<file path="src/rtl/fft_pkg.sv">
`default_nettype none
// ============================================================================
// Module      : fft_pkg
// Description : Shared FSM state codes, default twiddle ROM base address and a
//               log2 helper for the FFT twiddle sequencer.
// Revision    : 1.0 - initial release
// ============================================================================
package fft_pkg;

    localparam logic [1:0] c_ST_IDLE  = 2'd0;
    localparam logic [1:0] c_ST_RUN   = 2'd1;
    localparam logic [1:0] c_ST_GAP   = 2'd2;
    localparam logic [1:0] c_ST_DRAIN = 2'd3;

    localparam int TW_BASE_DEF = 0;

    // Ceiling log2; also used at elaboration time to size ports.
    function automatic int clog2(input int v);
        int r;
        r = 0;
        while ((1 << r) < v) r++;
        return r;
    endfunction

endpackage
`default_nettype wire

</file>
<file path="src/rtl/fft_bfly_index_gen.sv">
`default_nettype none
// ============================================================================
// Module      : fft_bfly_index_gen
// Description : Combinational radix-2 DIT butterfly addressing: (stage, bfly)
//               -> twiddle index k and operand indices idx_a / idx_b.
// Revision    : 1.0 - initial release
// ============================================================================
module fft_bfly_index_gen
    import fft_pkg::*;
#(
    parameter int N_POINTS = 8
) (
    input  logic [clog2(clog2(N_POINTS)+1)-1:0] i_stage,
    input  logic [clog2(N_POINTS)-2:0]          i_bfly,
    output logic [clog2(N_POINTS)-1:0]          o_k,
    output logic [clog2(N_POINTS)-1:0]          o_idx_a,
    output logic [clog2(N_POINTS)-1:0]          o_idx_b
);

    localparam int L  = clog2(N_POINTS);
    localparam int SW = clog2(L + 1);

    logic [L-1:0]  w_b;
    logic [L-1:0]  w_half;
    logic [L-1:0]  w_p;
    logic [L-1:0]  w_j;
    logic [SW-1:0] w_sh;

    // half = 2^s, p = b mod half, j = b / half
    always_comb begin
        w_b     = {1'b0, i_bfly};
        w_half  = L'(1) << i_stage;
        w_p     = w_b & (w_half - L'(1));
        w_j     = w_b >> i_stage;
        w_sh    = SW'(L - 1) - i_stage;
        o_k     = w_p << w_sh;
        o_idx_a = (w_j << (i_stage + SW'(1))) | w_p;
        o_idx_b = o_idx_a + w_half;
    end

endmodule
`default_nettype wire

</file>
<file path="src/rtl/fft_twiddle_seq.sv">
`default_nettype none
// ============================================================================
// Module      : fft_twiddle_seq
// Description : Twiddle ROM address / butterfly index sequencer with a
//               valid/ready output aligned to the 1-cycle ROM latency.
//               Define FFT_TW_SEQ_STAGE_GAP_EN for a one-cycle bubble between
//               stages (ping-pong buffer swap).
// Revision    : 1.0 - initial release
// ============================================================================
module fft_twiddle_seq
    import fft_pkg::*;
#(
    parameter int N_POINTS = 8,
    parameter int ADDR_W   = 5,
    parameter int TW_BASE  = TW_BASE_DEF
) (
    input  logic                                 clk,
    input  logic                                 rst,
    input  logic                                 start,
    input  logic                                 abort,
    output logic [ADDR_W-1:0]                    rom_addr,
    output logic                                 tw_valid,
    input  logic                                 tw_ready,
    output logic [clog2(N_POINTS)-1:0]           idx_a,
    output logic [clog2(N_POINTS)-1:0]           idx_b,
    output logic [clog2(clog2(N_POINTS)+1)-1:0]  stage,
    output logic                                 busy,
    output logic                                 done,
    output logic                                 stage_done
);

    localparam int L  = clog2(N_POINTS);
    localparam int SW = clog2(L + 1);
    localparam int BW = L - 1;
    localparam logic [BW-1:0] c_B_LAST = BW'(N_POINTS / 2 - 1);
    localparam logic [SW-1:0] c_S_LAST = SW'(L - 1);

    logic [1:0]        r_state;
    logic [SW-1:0]     r_s;
    logic [BW-1:0]     r_b;
    // Pending slot: address issued to the ROM, data not yet presented.
    logic              r_pend_v;
    logic              r_pend_last;
    logic              r_pend_fin;
    logic [L-1:0]      r_pend_a;
    logic [L-1:0]      r_pend_b;
    logic [SW-1:0]     r_pend_st;
    logic [ADDR_W-1:0] r_addr;
    // Output slot: item currently presented with ROM data.
    logic              r_valid;
    logic              r_last;
    logic              r_fin;
    logic [L-1:0]      r_idx_a;
    logic [L-1:0]      r_idx_b;
    logic [SW-1:0]     r_stage;
    logic [ADDR_W-1:0] r_addr_o;

    logic [L-1:0]      w_k;
    logic [L-1:0]      w_a;
    logic [L-1:0]      w_b_idx;
    logic              w_adv;
    logic              w_acc;
    logic              w_stage_done;
    logic              w_done;
    logic              w_last_b;
    logic              w_last_s;
    logic              w_hold;
    logic              w_gap_go;
    logic              w_issue;

    fft_bfly_index_gen #(
        .N_POINTS (N_POINTS)
    ) u_idx (
        .i_stage  (r_s),
        .i_bfly   (r_b),
        .o_k      (w_k),
        .o_idx_a  (w_a),
        .o_idx_b  (w_b_idx)
    );

    assign w_adv        = !r_valid || tw_ready;
    assign w_acc        = r_valid && tw_ready;
    assign w_stage_done = w_acc && r_last && !abort;
    assign w_done       = w_stage_done && r_fin;
    assign w_last_b     = (r_b == c_B_LAST);
    assign w_last_s     = (r_s == c_S_LAST);

`ifdef FFT_TW_SEQ_STAGE_GAP_EN
    // First item of a new stage waits until the previous stage is fully accepted.
    assign w_hold   = (r_state == c_ST_RUN) && (r_b == '0) && (r_s != '0) && !w_stage_done;
    assign w_gap_go = w_stage_done;
`else
    assign w_hold   = 1'b0;
    assign w_gap_go = 1'b0;
`endif

    assign w_issue = w_adv && !abort &&
                     (((r_state == c_ST_IDLE) && start) ||
                      (((r_state == c_ST_RUN) || (r_state == c_ST_GAP)) && !w_hold));

    always_ff @(posedge clk) begin
        if (rst) begin
            r_state     <= c_ST_IDLE;
            r_s         <= '0;
            r_b         <= '0;
            r_pend_v    <= 1'b0;
            r_pend_last <= 1'b0;
            r_pend_fin  <= 1'b0;
            r_pend_a    <= '0;
            r_pend_b    <= '0;
            r_pend_st   <= '0;
            r_addr      <= ADDR_W'(TW_BASE);
            r_valid     <= 1'b0;
            r_last      <= 1'b0;
            r_fin       <= 1'b0;
            r_idx_a     <= '0;
            r_idx_b     <= '0;
            r_stage     <= '0;
            r_addr_o    <= ADDR_W'(TW_BASE);
        end else if (abort) begin
            r_state  <= c_ST_IDLE;
            r_s      <= '0;
            r_b      <= '0;
            r_pend_v <= 1'b0;
            r_valid  <= 1'b0;
            r_addr   <= ADDR_W'(TW_BASE);
        end else begin
            if (w_adv) begin
                r_valid  <= r_pend_v;
                r_last   <= r_pend_last;
                r_fin    <= r_pend_fin;
                r_idx_a  <= r_pend_a;
                r_idx_b  <= r_pend_b;
                r_stage  <= r_pend_st;
                r_addr_o <= r_addr;
                r_pend_v <= 1'b0;
            end
            if (w_issue) begin
                r_pend_v    <= 1'b1;
                r_pend_last <= w_last_b;
                r_pend_fin  <= w_last_b && w_last_s;
                r_pend_a    <= w_a;
                r_pend_b    <= w_b_idx;
                r_pend_st   <= r_s;
                r_addr      <= ADDR_W'(TW_BASE) + ADDR_W'(w_k);
                if (w_last_b) begin
                    r_b <= '0;
                    r_s <= r_s + SW'(1);
                end else begin
                    r_b <= r_b + BW'(1);
                end
            end
            case (r_state)
                c_ST_IDLE: begin
                    if (w_issue) r_state <= c_ST_RUN;
                end
                c_ST_RUN: begin
                    if (w_issue && w_last_b && w_last_s) r_state <= c_ST_DRAIN;
                    else if (w_gap_go)                   r_state <= c_ST_GAP;
                end
                c_ST_GAP: begin
                    r_state <= c_ST_RUN;
                end
                c_ST_DRAIN: begin
                    if (w_done) begin
                        r_state <= c_ST_IDLE;
                        r_s     <= '0;
                        r_b     <= '0;
                        r_addr  <= ADDR_W'(TW_BASE);
                    end
                end
                default: r_state <= c_ST_IDLE;
            endcase
        end
    end

    // While stalled the ROM re-reads the presented address so its data holds.
    assign rom_addr   = (r_valid && !tw_ready) ? r_addr_o : r_addr;
    assign tw_valid   = r_valid;
    assign idx_a      = r_idx_a;
    assign idx_b      = r_idx_b;
    assign stage      = r_stage;
    assign busy       = (r_state != c_ST_IDLE);
    assign done       = w_done;
    assign stage_done = w_stage_done;

endmodule
`default_nettype wire

</file>
<file path="config.mk">
export PLATFORM = sky130hd
export DESIGN_NAME = fft_twiddle_seq
export DESIGN_NICKNAME = d
export VERILOG_FILES = /design/src/rtl/fft_pkg.sv /design/src/rtl/fft_bfly_index_gen.sv /design/src/rtl/fft_twiddle_seq.sv
export SDC_FILE = /design/constraint.sdc
export NUM_CORES = 1
export LEC_CHECK = 0
export ABC_AREA = 1
export CAP_MARGIN = 15
export CELL_PAD_IN_SITES_DETAIL_PLACEMENT = 1
export CELL_PAD_IN_SITES_GLOBAL_PLACEMENT = 1
export CORE_ASPECT_RATIO = 0.75
export CORE_MARGIN = 5
export CORE_UTILIZATION = 38
export DETAILED_ROUTE_END_ITERATION = 12
export PLACE_DENSITY = 0.85
export REMOVE_ABC_BUFFERS = 1
export SLEW_MARGIN = 20
export SYNTH_ARGS = -nofsm -noshare
export SYNTH_HDL_FRONTEND = slang
export SYNTH_HIERARCHICAL = 1
export SYNTH_SLANG_ARGS = --single-unit
</file>
<file path="constraint.sdc">
create_clock -name clk -period 6.5 [get_ports clk]
set_clock_uncertainty 0.05 [all_clocks]
set_input_delay 1.3 -clock clk [delete_from_list [all_inputs] [get_ports clk]]
set_output_delay 1.3 -clock clk [all_outputs]
set_load 0.02 [all_outputs]
</file>
* Word level (Yosys, flattened, before mapping)
Cells that the tools add are included.
** Storage, ports and cells
- Bits in registers :: 38
- Latch bits :: 0
- RAM bits :: 0
- ROM bits :: 0
- Bits of input ports :: 5
- Logic and storage cells :: 79
- Memories kept :: 0
** Operators by class
- Add/sub/neg operators :: 5
- Multiply operators :: 0
- Divide/modulo/power cells :: 0
- Order comparisons :: 0
- Equal/unequal tests :: 8
- Shift-type cells :: 4
- Mux-type cells :: 18
- Bitwise gates (word level) :: 3
- Reductions and logical operators :: 24
** Operators by type and width (number)
- $mux 2 :: 11
- $mux 5 :: 4
- $logic_and 1x1->1 :: 11
- $eq 2x2->1 const B :: 4
- $pmux 2 s4 :: 1
- $shl 3x2->3 :: 2
- $add 2x1->2 const B :: 2
- $ne 2x2->1 const B :: 2
- $reduce_and 2->1 :: 2
- $reduce_bool 2->1 :: 2
- $add 3x3->3 :: 1
- $and 2x3->3 :: 1
- $logic_not 1->1 :: 3
- $logic_or 1x1->1 :: 3
- $or 3x3->3 :: 1
- $reduce_and 3->1 :: 1
- $shl 1x2->3 const A :: 1
- $shr 2x2->3 :: 1
- $sub 3x1->3 const B :: 1
- $eq 2x1->1 const B :: 1
- $logic_not 2->1 :: 1
- $mux 1 :: 2
- $ne 2x1->1 const B :: 1
- $reduce_or 2->1 :: 1
- other kinds (2) :: 2

* Depth between registers and ports, before layout
- Depth after elaboration :: 8
- Mapped depth :: 16
- Mapped depth without buffers :: 16

* Cells and area by module
Netlist, hierarchy kept.
** Modules (own cells, without submodules)
- fft_twiddle_seq :: instances 1, cells an instance 210, area an instance 1592.8 µm², sequential area each 760.7 µm²
- fft_bfly_index_gen :: instances 1, cells an instance 47, area an instance 260.2 µm², sequential area each 0.0 µm²

* Worst setup path after synthesis
Ideal clock, no wire load.
- Path type :: input -> output
- Start point :: in tw_ready
- End point :: out rom_addr[0]
- Data arrival time :: 2123 ps
- Data required time :: 5150 ps
- Setup slack :: 3027 ps
- Stages :: 4
- Path buffers :: 1
- Cell sequence :: inv_1 -> nand2_2 -> clkbuf_1 -> o21ai_0
** On the way
- Cells in the longest elaborated chain, start to end :: 3
** Ends and longest elaborated chain
- from (decl) :: RTL line fft_twiddle_seq.sv:23 : input logic tw_ready,
- $logic_not 1->1 :: RTL line fft_twiddle_seq.sv:178 : assign rom_addr = (r_valid && !tw_ready) ? r_addr_o : r_addr;
- $logic_and 1x1->1 :: RTL line fft_twiddle_seq.sv:178
- $mux 5 :: RTL line fft_twiddle_seq.sv:178
- to (decl) :: RTL line fft_twiddle_seq.sv:21 : output logic [ADDR_W-1:0] rom_addr,
No other way between the ends.

* Worst setup path after layout
Same ends and word-level chain as after synthesis.

==> run metrics <==
status finished clean; endpoints failing setup 0; Die Area 6390 um^2; Filler cells 613; DP Area 2090 um^2; achievable frequency approximately 240 MHz; Unique masters post-synth 28; Post-Syn Area 1850 um^2; initial antenna violation count 0; cell area after layout 2190 um^2; port buffer count 21; DRT antenna net count 0; Async S/R FF share, synth 0%; buffers and inverters on the worst path 3; clock power share 34.3%; Die W 90.6 um; total wire length approximately 4.3 mm; Comb power frac 14.7%; post-CTS setup buffer count 0; number of synthesized flops with an enable pin 0; CTS root buffer clkbuf_8; DR WL/cell 12.7 um; proportion of layout cells with a drive suffix above 1 under 10%; Residual DRC 0; Core Rows 22; clock tree sinks 38; Ys Warns 6; Layout area overhead 18.2%; internal power between 0.0003 and 0.0004 W; die height around 70 um; htree depth 2; CP most frequent cell clkdlybuf4s50_1; Sequential Power Share between 50% and 60%; P_leak 0.938 nW; CP peak stage delay around 0.65 ns; clock slew seen by the registers of the worst setup and hold paths 0.07 ns; Hold Crit Start r_addr_o[4]$_SDFFE_PP0P_; largest net degree at the start of global routing 25; fin nets 294; RSZ-0062 raised after global routing false; Max FO, Critical Path 14; hold path endpoint r_addr_o[4]$_SDFFE_PP0P_; final-report max-slew violation count 0; critical-path cell list clkdlybuf4s50_1 -> inv_1 -> nand2_2 -> nand2_1 -> o21ai_0 -> clkdlybuf4s50_1; RR Endpoint r_pend_b[2]$_SDFFE_PP0P_; R2R depth 15; period utilization 65.3%; Initial Util 38.5%; clock tree from TritonCTS yes; Setup WS post-layout 2.26 ns; Inst Count DP 331; Seq cells post-synth 38; r2r startpoint r_s[1]$_SDFF_PP0_; CTS buffer count 5; cts repair resizes 0; Sw Pwr 0.000140 W; Ports 22; worst slack at placement 2.25 ns; HP Class flop to flop; antenna cells 0; first-pass GRT wire length 7.58 mm; Avg Inst Size Synth 7.21 um^2; initial DRC count between 40 and 50; actual transition at the worst max-transition pin 0.624 ns; Fin Setup TNS 0 ns; Peak VDD IR 0.000130 V; Post-synth top flop dfxtp_1; Switching Fraction between 20% and 30%; Max-Cap Viols 0; Critical Path Source Type input port; area of the core 4820 um^2; First-pass DRT Iterations 4; clock buffer depth 2; crit path time final 4.24 ns; Critical Path AT slightly below 3 ns; Hold Buf Count CTS 0; Required @ worst endpoint 5.15 ns; flop2flop setup slack ~4 ns; hpwl dp ~3.2 mm; Finished Layout Cells 339; sequential share of the synthesized area 41.1%; Final Hold Viols 0; Min-Delay Path Depth 2; pwr dens 227 nW/um^2; Slew HR 58.3%; Via-to-Cell Ratio 4.74; Setup CP Type input port to output port; total track usage 14.6%; Worst Setup End Kind output port; delay-heaviest family, CP buffers and inverters; vias post-DR between 1500 and 2000; worst skew pair latency just under 0.3 ns; crit path max-delay cell type clkdlybuf4s50_1; Cells after Synth 257; GPL Wtd Cong 0.893; total gr overflow 0; vias in the first global route between 1500 and 2000
==> cell type report <==
class,count,area (um^2),area share [%]
well taps,60,75.1,3.43
repair buffers,21,210,9.60
clock inverters,2,12.5,0.571
inverters,40,155,7.09
flip-flops and latches,38,761,34.7
clock buffers,6,82.6,3.77
multi-input cells,172,893,40.8
==> worst register-to-register path: stages (launching register included) <==
cell     delay [ns]
dfxtp_1        0.49
inv_1          0.13
ha_1           0.35
inv_1          0.08
nand2_2        0.08
o21ai_2        0.07
ha_1           0.19
fa_1           0.41
inv_1          0.08
nand2_1        0.05
nand2_1        0.09
inv_1          0.05
nand2_1        0.05
nand2_1        0.05
o21ai_0        0.15
nor2_1         0.05
==> metrics by stage <==
stage	hold WS [ns]	util (%)	total power [W]
floorplan	0.376	-	0.000306
global placement	0.389	43.5	0.000329
detailed placement	0.395	43.5	0.000332
CTS	0.406	45.5	0.000502
global route	0.423	45.5	0.000527
finish	0.401	45.5	0.000497
==> power groups by stage <==
stage / Combinational (W) / Sequential, W / Clock [W]
detailed placement: 0.0000735 / 0.000259 / 0
global placement: 0.0000707 / 0.000258 / 0
global route: 0.0000833 / 0.000255 / 0.000188
finish: 0.0000730 / 0.000254 / 0.000171
floorplan: 0.0000443 / 0.000261 / 0
CTS: 0.0000741 / 0.000254 / 0.000175
==> state kept, by name, indices dropped and copies added, names as in the netlist, 2 cells and up <==
name / cells
r_addr: 5
r_addr_o: 5
idx_a: 3
idx_b: 3
r_pend_a: 3
r_pend_b: 3
r_b: 2
r_pend_st: 2
r_s: 2
r_state: 2
stage: 2
==> cell usage in the layout, fill, tap and decap left out, types with 4 or more instances in the layout <==
cell | Yosys | final
clkdlybuf4s50_1 | 0 | 21
o21ai_0 | 29 | 29
a21oi_1 | 17 | 17
nand2_1 | 46 | 46
clkbuf_8 | 0 | 6
nand3_1 | 8 | 8
dfxtp_1 | 38 | 38
nand2_2 | 5 | 5
inv_1 | 34 | 34
inv_2 | 4 | 4
nor2_1 | 44 | 44
ha_1 | 10 | 10
==> metal layers <==
| metal | share of wire, % | wire [um] | track usage, % |
|---|---|---|---|
| met5 | 0 | 0 | 0 |
| met4 | 0.76 | 33 | 4.46 |
| met3 | 4.3 | 185 | 3.55 |
| met2 | 47 | 2010 | 24.0 |
| met1 | 48 | 2090 | 18.8 |
==> synthesized netlist by cell type, types with 2 or more instances <==
library cell  number  area [um^2]
a21oi_1           17         85.1
nand4_1            2         12.5
inv_2              4         15.0
inv_1             34          128
ha_1              10          125
nand2_1           46          173
nor2_1            44          165
o21ai_0           29          145
nand3_1            8         40.0
nand2_2            5         31.3
clkbuf_1           3         11.3
dfxtp_1           38          761
buf_2              2         10.0
==> logic make-up after synthesis <==
family,Yosys count,synth area share (%)
fa+ha+maj,11,7.83
buf+inv,47,10.7
compound gates,48,13.3
flops,38,41.1
simple gates,113,27.1
==> worst max-delay path by stage <==
stage              from          end  slack (ns)  cells past startpoint
6_report       tw_ready  rom_addr[0]        2.26                      6
5_1_grt        tw_ready  rom_addr[1]        2.15                      5
4_1_cts        tw_ready  rom_addr[1]        2.24                      6
3_5_place_dp   tw_ready  rom_addr[0]        2.25                      6
3_3_place_gp   tw_ready  rom_addr[4]        2.30                      6
2_1_floorplan  tw_ready  rom_addr[0]        3.15                      3
Note: power is estimated with default switching activity, not from simulation.
